### src/rtl/address_gen.sv
// -----------------------------------------------------------------------------
// address_gen
//
// Two-dimensional scan address generator that sits between the
// address-generation controller and a memory read port. While the controller
// holds preset_flag high the scan configuration is captured. Once preset_flag
// falls, the block emits one address per cycle: columns first, then rows.
// The last beat carries a one-cycle finish pulse. After that the block idles
// in WAIT until the controller pulses preset_flag again.
//
// Ports
//   clk          in   rising-edge clock
//   rst          in   synchronous active-high reset
//   en1          in   shared enable; low aborts any scan and forces WAIT
//   preset_flag  in   high = load configuration, low = run
//   base_addr    in   [ADDR_W] first address of the scan
//   col_stride   in   [ADDR_W] address increment between columns
//   line_stride  in   [ADDR_W] increment between row start addresses
//   num_cols_m1  in   [CNT_W]  columns per row minus one
//   num_rows_m1  in   [CNT_W]  rows minus one
//   addr         out  [ADDR_W] current scan address (meaningful with addr_valid)
//   addr_valid   out  addr holds a scan address this cycle
//   finish       out  one-cycle pulse on the final beat of a completed scan
// -----------------------------------------------------------------------------
module address_gen #(
  parameter int ADDR_W = 16,
  parameter int CNT_W  = 8
) (
  input  logic              clk,
  input  logic              rst,
  input  logic              en1,
  input  logic              preset_flag,
  input  logic [ADDR_W-1:0] base_addr,
  input  logic [ADDR_W-1:0] col_stride,
  input  logic [ADDR_W-1:0] line_stride,
  input  logic [CNT_W-1:0]  num_cols_m1,
  input  logic [CNT_W-1:0]  num_rows_m1,
  output logic [ADDR_W-1:0] addr,
  output logic              addr_valid,
  output logic              finish
);

  typedef enum logic [1:0] {
    WAIT   = 2'd0,
    PRESET = 2'd1,
    RUN    = 2'd2
  } state_t;

  state_t state_reg;

  // Captured configuration. The row start register doubles as the latched
  // base address: it is loaded with base_addr during PRESET and then advanced
  // by line_stride at each row boundary.
  logic [ADDR_W-1:0] col_stride_reg;
  logic [ADDR_W-1:0] line_stride_reg;
  logic [CNT_W-1:0]  cols_m1_reg;
  logic [CNT_W-1:0]  rows_m1_reg;
  logic [ADDR_W-1:0] row_start_reg;

  // Position of the beat currently presented on addr.
  logic [CNT_W-1:0]  col_cnt_reg;
  logic [CNT_W-1:0]  row_cnt_reg;

  // ---------------------------------------------------------------------------
  // Next-beat arithmetic for the RUN state (all modulo 2^ADDR_W)
  // ---------------------------------------------------------------------------
  logic              last_col;
  logic              last_row;
  logic              last_beat;
  logic [CNT_W-1:0]  col_cnt_next;
  logic [CNT_W-1:0]  row_cnt_next;
  logic [ADDR_W-1:0] row_start_next;
  logic [ADDR_W-1:0] addr_next;
  logic              next_is_last;
  logic              entry_is_last;

  always_comb begin
    last_col       = (col_cnt_reg == cols_m1_reg);
    last_row       = (row_cnt_reg == rows_m1_reg);
    last_beat      = last_col && last_row;

    row_start_next = row_start_reg;
    addr_next      = addr + col_stride_reg;
    col_cnt_next   = col_cnt_reg + CNT_W'(1);
    row_cnt_next   = row_cnt_reg;

    if (last_col) begin
      // Row boundary: jump relative to the row start, not the last column,
      // so col_stride never leaks into the row pitch.
      row_start_next = row_start_reg + line_stride_reg;
      addr_next      = row_start_reg + line_stride_reg;
      col_cnt_next   = '0;
      row_cnt_next   = row_cnt_reg + CNT_W'(1);
    end

    // finish is registered, so it must be decided one beat ahead.
    next_is_last  = (col_cnt_next == cols_m1_reg) && (row_cnt_next == rows_m1_reg);

    // The first beat is produced straight from the PRESET inputs; a 1x1 scan
    // therefore raises finish together with its only beat.
    entry_is_last = (num_cols_m1 == '0) && (num_rows_m1 == '0);
  end

  // ---------------------------------------------------------------------------
  // Control FSM with registered outputs
  // ---------------------------------------------------------------------------
  always_ff @(posedge clk) begin
    if (rst) begin
      state_reg       <= WAIT;
      col_stride_reg  <= '0;
      line_stride_reg <= '0;
      cols_m1_reg     <= '0;
      rows_m1_reg     <= '0;
      row_start_reg   <= '0;
      col_cnt_reg     <= '0;
      row_cnt_reg     <= '0;
      addr            <= '0;
      addr_valid      <= 1'b0;
      finish          <= 1'b0;
    end else begin
      case (state_reg)
        WAIT: begin
          // Also the landing state after a completed scan. The controller's
          // preset_flag lags finish, so a low flag here must never restart.
          addr_valid <= 1'b0;
          finish     <= 1'b0;
          if (preset_flag && en1) begin
            state_reg <= PRESET;
          end
        end

        PRESET: begin
          // Configuration is captured on every PRESET cycle, including the
          // one where preset_flag is seen low, so the last value wins.
          col_stride_reg  <= col_stride;
          line_stride_reg <= line_stride;
          cols_m1_reg     <= num_cols_m1;
          rows_m1_reg     <= num_rows_m1;
          row_start_reg   <= base_addr;
          col_cnt_reg     <= '0;
          row_cnt_reg     <= '0;
          addr_valid      <= 1'b0;
          finish          <= 1'b0;

          if (!en1) begin
            state_reg <= WAIT;
          end else if (!preset_flag) begin
            // First beat goes out on this same edge.
            state_reg  <= RUN;
            addr       <= base_addr;
            addr_valid <= 1'b1;
            finish     <= entry_is_last;
          end
        end

        RUN: begin
          if (!en1) begin
            // Abort: drop the beat immediately, no finish for this scan.
            state_reg  <= WAIT;
            addr_valid <= 1'b0;
            finish     <= 1'b0;
          end else if (preset_flag) begin
            // Restart: reload configuration before running again.
            state_reg  <= PRESET;
            addr_valid <= 1'b0;
            finish     <= 1'b0;
          end else if (last_beat) begin
            // The final beat (with finish) was presented this cycle.
            state_reg  <= WAIT;
            addr_valid <= 1'b0;
            finish     <= 1'b0;
          end else begin
            addr          <= addr_next;
            row_start_reg <= row_start_next;
            col_cnt_reg   <= col_cnt_next;
            row_cnt_reg   <= row_cnt_next;
            addr_valid    <= 1'b1;
            finish        <= next_is_last;
          end
        end

        default: begin
          state_reg  <= WAIT;
          addr_valid <= 1'b0;
          finish     <= 1'b0;
        end
      endcase
    end
  end

endmodule

### config.mk
export PLATFORM = sky130hd
export DESIGN_NAME = address_gen
export DESIGN_NICKNAME = d
export VERILOG_FILES = /design/src/rtl/address_gen.sv
export SDC_FILE = /design/constraint.sdc
export NUM_CORES = 1
export LEC_CHECK = 0
export ABC_AREA = 1
export CAP_MARGIN = 25
export CORE_ASPECT_RATIO = 1.5
export CORE_MARGIN = 10
export CORE_UTILIZATION = 45
export CTS_CLUSTER_SIZE = 8
export DETAILED_ROUTE_END_ITERATION = 10
export PLACE_DENSITY_LB_ADDON = 0.2
export SETUP_SLACK_MARGIN = 0.2
export SYNTH_ARGS = -nofsm -noshare
export SYNTH_HDL_FRONTEND = slang
export SYNTH_SLANG_ARGS = --single-unit
### constraint.sdc
create_clock -name clk -period 1.9 [get_ports clk]
set_input_delay 0.38 -clock clk [delete_from_list [all_inputs] [get_ports clk]]
set_output_delay 0.38 -clock clk [all_outputs]
set_load 0.03 [all_outputs]
# Word-level counts from Yosys, hierarchy flattened
# Index checks and enable logic that the tools add are counted.
dict set report totals {
  regBits 100
  input_bits 68
  output_inout_bits 18
  elab_cells 83
}
dict set report classes {
  n_addsub 4
  n_eq_ne 15
  muxes 41
  reduce_logical 12
}
# operator n
set ops {}
lappend ops {{2-to-1 mux 16 bit} 10}
lappend ops {{2-to-1 mux 8 bit} 8}
lappend ops {{case mux 16 bit (2 select lines)} 2}
lappend ops {{adder 16 bit} 2}
lappend ops {{equality test 8 bit} 4}
lappend ops {{case mux 8 bit (2 select lines)} 2}
lappend ops {{adder 8 x 1 -> 8 bit (second input constant)} 2}
lappend ops {{logical NOT 8 bit} 2}
lappend ops {{inequality test 2 bit (second input constant)} 7}
lappend ops {{2-to-1 mux 2 bit} 6}
lappend ops {{2-to-1 mux 1 bit} 10}
lappend ops {{case mux 2 bit (3 select lines)} 1}
lappend ops {{AND reduction 6 bit} 1}
lappend ops {{AND reduction 5 bit} 1}
lappend ops {{logical AND 1 bit} 4}
lappend ops {{inequality test 4 bit (second input constant)} 1}
lappend ops {{case mux 1 bit (2 select lines)} 2}
lappend ops {{AND reduction 4 bit} 1}
lappend ops {{inequality test 3 bit (second input constant)} 1}
lappend ops {{AND reduction 3 bit} 1}
lappend ops {{equality test 2 x 1 -> 1 bit (second input constant)} 1}
lappend ops {{equality test 2 bit (second input constant)} 1}
lappend ops {{logical NOT 2 bit} 1}
lappend ops {{nonzero test 2 bit} 1}

# Depth between registers and ports, before layout
dict set report logic_depth {
  depth_word 8
  depth_mapped 18
  depth_no_buf 16
}

# Worst setup path after synthesis
# Ideal clock, no wire load.
dict set report synth_path {
  path_kind {reg2reg}
  from {reg addr[0]}
  to {reg addr[14]}
  setup_ns 0.122
  arrival_time_ns 2.159
  required_ns 1.778
  path_slack_ns -0.381
  path_stages_with_launch 11
  n_path_buf 0
  period_less_slack_ns 2.281
  path_cell_list {dfxtp_1 > ha_1 > inv_1 > fa_1 > o21ai_0 > a21oi_1 > o21bai_1 > a21oi_1 > and2_1 > o21ai_0 > a21oi_1}
}
dict set report synth_via {
  elab_chain_len 6
}
# element line
set synth_lines {}
lappend synth_lines {{from (decl)} 38} ;# output logic [ADDR_W-1:0] addr,
lappend synth_lines {{from (signal assigned)} 150} ;# addr <= base_addr;
lappend synth_lines {{from (signal assigned)} 173} ;# addr <= addr_next;
lappend synth_lines {{adder 16 bit} 83} ;# addr_next = addr + col_stride_reg;
lappend synth_lines {{2-to-1 mux 16 bit} 87} ;# if (last_col) begin
lappend synth_lines {{2-to-1 mux 16 bit} 167} ;# end else if (last_beat) begin
lappend synth_lines {{2-to-1 mux 16 bit} 162} ;# end else if (preset_flag) begin
lappend synth_lines {{2-to-1 mux 16 bit} 157} ;# if (!en1) begin
lappend synth_lines {{case mux 16 bit (2 select lines)} 121} ;# case (state_reg)
# Every way passes these cells. The select of a mux whose other input is x is not followed.
# A chain may end at the register's enable or synchronous reset.

# Worst setup path after layout
dict set report layout_path {
  from {reg row_start_reg[0]}
  to {reg row_start_reg[10]}
}
dict set report layout_via {
  elab_chain_len 6
}
# element line
set layout_lines {}
lappend layout_lines {{from (decl)} 58} ;# logic [ADDR_W-1:0] row_start_reg;
lappend layout_lines {{from (signal assigned)} 139} ;# row_start_reg <= base_addr;
lappend layout_lines {{from (signal assigned)} 174} ;# row_start_reg <= row_start_next;
lappend layout_lines {{adder 16 bit} 90} ;# row_start_next = row_start_reg + line_stride_reg;
lappend layout_lines {{2-to-1 mux 16 bit} 87}
lappend layout_lines {{2-to-1 mux 16 bit} 167}
lappend layout_lines {{2-to-1 mux 16 bit} 162}
lappend layout_lines {{2-to-1 mux 16 bit} 157}
lappend layout_lines {{case mux 16 bit (2 select lines)} 121}
# Every way passes these cells. The select of a mux whose other input is x is not followed.

==> flow_summary.yaml <==
hold_path:
  hp-start: "rows_m1_reg[3]$_SDFFE_PP0N_"
  hold_path_depth: 2
  hp-class: "reg -> reg"
  min_to: "rows_m1_reg[3]$_SDFFE_PP0N_"
run_status:
  status: "finished, violations left"
  violations: "setup timing"
logic_synthesis:
  ys_seq_area_share_pct: 30.94
  ys_ff_latch: 100
  yosys_warnings: 0
  syn_avg_cell_area_um2: 6.496
  synth_fp_nets: 1102
  ys_types: 44
  syn_area_um2: 6470
  synth_cells: 996
grt:
  grt_pass1_vias: 7463
  antenna_found_initial: 0
  grt_use_total_pct: 22.77
  grt_pass1_wl_um: 36780
  grt.overflow.total: 0
  grt_max_degree: 44
flow_run:
  cap_viol_max_count: 0
worst_setup_path:
  worstPathCellList: "ha_4 > inv_2 > fa_2 > nand3b_1 > nand2_2 > a21oi_4 > o21ai_2 > buf_4 > xor2_1 > buf_4 > nand2_2 > o21ai_2 > a21oi_1"
  cp_max_fo: 3
  crit_buf_inv: 3
  setup.worst_path.start_class: "flip-flop"
  setup.worst_path.end_class: "flip-flop"
  crit_cells: 13
  crit_arrival_ns: 2.44
  cp_slowest_cell: "dfxtp_2"
  reg2reg_slack_ns: -0.29
  r2r_start: "row_start_reg[0]$_SDFFE_PP0P_"
  cp.required_ns: 2.15
  rr_endpoint: "row_start_reg[10]$_SDFFE_PP0P_"
  worstSetupPathType: "reg -> reg"
  reg2regPathDepth: 13
  max_stage_delay_ns: 0.37
  crit_family: "adder cells"
layout:
  final_net_count: 1325
  final_common_cell: "nand2_1"
  post-route-util_pct: 72.05
  stdcell_area_um2: 10130
  syn_to_final_growth_pct: 56.55
  fin_cells: 1416
  drive_above_1_share_pct: 33.33
  diodes: 0
  final_cell_mix: "nand2_1 (190), buf_4 (128), nor2_1 (121)"
  fillers: 1095
route:
  wl_per_cell_um: 17.08
  drc: 0
  antenna_left: 0
  drt_wl_total_um: 24190
  first_iter_violations: 479
  num_vias: 7605
  first_pass_iters: 5
  vias_per_cell: 5.371
cts:
  cts_buffers: 9
  clk_latency_ns: 0.36
  cts.clk_slew.worst_paths_ns: 0.07
  cts_sinks: 100
  htreeDepth: 3
  cts_buffer_depth: 2
  cts_root_buffer: "clkbuf_16"
  tritoncts: "yes"
placement:
  dp.cells: 1353
  place_congestion: 0.9349
  dpl.hpwl_um: 16920
  port_buffers: 85
  place_area_um2: 8508
die:
  core_um2: 14060
  die_height_um: 166.9
  die_w_um: 117.9
  die-area_um2: 19670
  start_util_pct: 46.02
  rows: 53
  io_pins: 86
timing:
  finalClockSkew_ns: 0.01238
  fmax_mhz: 456.2
  rsz0062_at_grt: "yes"
  slew_violations: 0
  tightest_slew_ns: 0.3956
  setup_viol: 34
  layout_min_cycle_time_ns: 2.192
  period_share_pct: 115.4
  setup_slack_ns: -0.2919
  holdWs_ns: 0.4730
  max_slew_margin_pct: 73.63
  finalHoldViolations: 0
power:
  p_per_area_nw_per_um2: 1661
  p_total_w: 0.01683
  max-vdd-ir-drop_mv: 0.8140
  power_leakage_nw: 4.475
## synth_stat cells (all sizes together)
cell | n | share of area [%]
nand2 | 227 | 13
nor2 | 138 | 8.7
o21ai | 125 | 9.7
inv | 104 | 6.0
dfxtp | 100 | 31
a21oi | 86 | 6.7
nand3 | 45 | 3.8
ha | 36 | 7.0
clkbuf | 23 | 1.3
a31oi | 18 | 1.7
xor2 | 16 | 2.2
buf | 15 | 1.7
nor3 | 12 | 0.93
nand4 | 7 | 0.68
xnor2 | 6 | 0.81
clkinv | 5 | 0.33
a211oi | 4 | 0.46
nor4 | 4 | 0.39
o21bai | 4 | 0.46
nand3b | 3 | 0.35
o21a | 3 | 0.35
or2 | 3 | 0.29
fa | 2 | 0.62
o211ai | 2 | 0.23
o31ai | 2 | 0.23
a21boi | 1 | 0.12
a21o | 1 | 0.12
a22oi | 1 | 0.12
a41oi | 1 | 0.14
and2 | 1 | 0.097
o221ai | 1 | 0.14
## cell families after synthesis
| group | synth area share (%) |
|---|---|
| and+or+nand+nor | 28.62 |
| AOI/OAI and AO/OA | 20.48 |
| xor gates and xnor gates | 2.978 |
| adders and majority gates | 7.581 |
| buffers and inverters | 9.399 |
| DFF | 30.94 |
## report_power, final
part           internal [W]  leakage [nW]  switching (W)
clock               0.00104         0.148       0.000907
sequential          0.00281         0.841       0.000599
combinational       0.00520          3.49        0.00628
## worst max-delay path by stage
stage                                    startpoint                             end  slack, ns
finish                row_start_reg[0]$_SDFFE_PP0P_  row_start_reg[10]$_SDFFE_PP0P_      -0.29
floorplan                      addr[0]$_SDFFE_PP0P_           addr[14]$_SDFFE_PP0P_      0.008
global placement    line_stride_reg[1]$_SDFFE_PP0N_            addr[9]$_SDFFE_PP0P_      -0.13
CTS                 line_stride_reg[0]$_SDFFE_PP0N_            addr[6]$_SDFFE_PP0P_      -0.15
detailed placement                      preset_flag     row_cnt_reg[7]$_SDFFE_PP0P_      -0.16
global route          row_start_reg[0]$_SDFFE_PP0P_  row_start_reg[10]$_SDFFE_PP0P_      -0.35
## through the flow
step	TNS (ns)	setup slack [ns]
after global placement	-2.596	-0.1254
after detailed placement	-3.955	-0.1583
after floorplan	0	0.007922
final	-3.102	-0.2919
after CTS	-1.300	-0.1506
after global routing	-6.194	-0.3523
## worst reg2reg max path, stage by stage (launching register included)
cell and delay (ns):
dfxtp_2 0.37, ha_4 0.15, inv_2 0.04, fa_2 0.35
nand3b_1 0.19, nand2_2 0.13, a21oi_4 0.08, o21ai_2 0.16
buf_4 0.13, xor2_1 0.15, buf_4 0.16, nand2_2 0.05
o21ai_2 0.06, a21oi_1 0.08
## area by class of cell
class / instances / area [um2] / area share (%)
repair inverters: 1 / 6.256 / 0.06177
multi-input cells: 750 / 4737 / 46.77
inverters: 109 / 436.7 / 4.311
flip-flops and latches: 100 / 2079 / 20.53
well taps: 192 / 240.2 / 2.372
clock inverters: 6 / 68.82 / 0.6794
repair buffers: 248 / 2331 / 23.01
clock buffers: 10 / 229.0 / 2.261
## timing repair
action                     in CTS  in global routing
hold buffers                    0                  0
gates cloned                    6                  0
resized for setup             132                134
setup endpoints to repair      69                 75
pin swaps                      34                 53
setup buffers                  27                 14
## metal layers
| metal | up-vias | global-route usage [%] | part of all wire [%] |
|---|---|---|---|
| li1 | 3716 | - | - |
| met4 | 0 | 12.78 | 6.6 |
| met5 | - | 0 | 0 |
| met1 | 3520 | 23.33 | 36 |
| met2 | 280 | 42.39 | 52 |
| met3 | 89 | 3.993 | 4.8 |
Note: power is estimated with default switching activity, not from simulation.
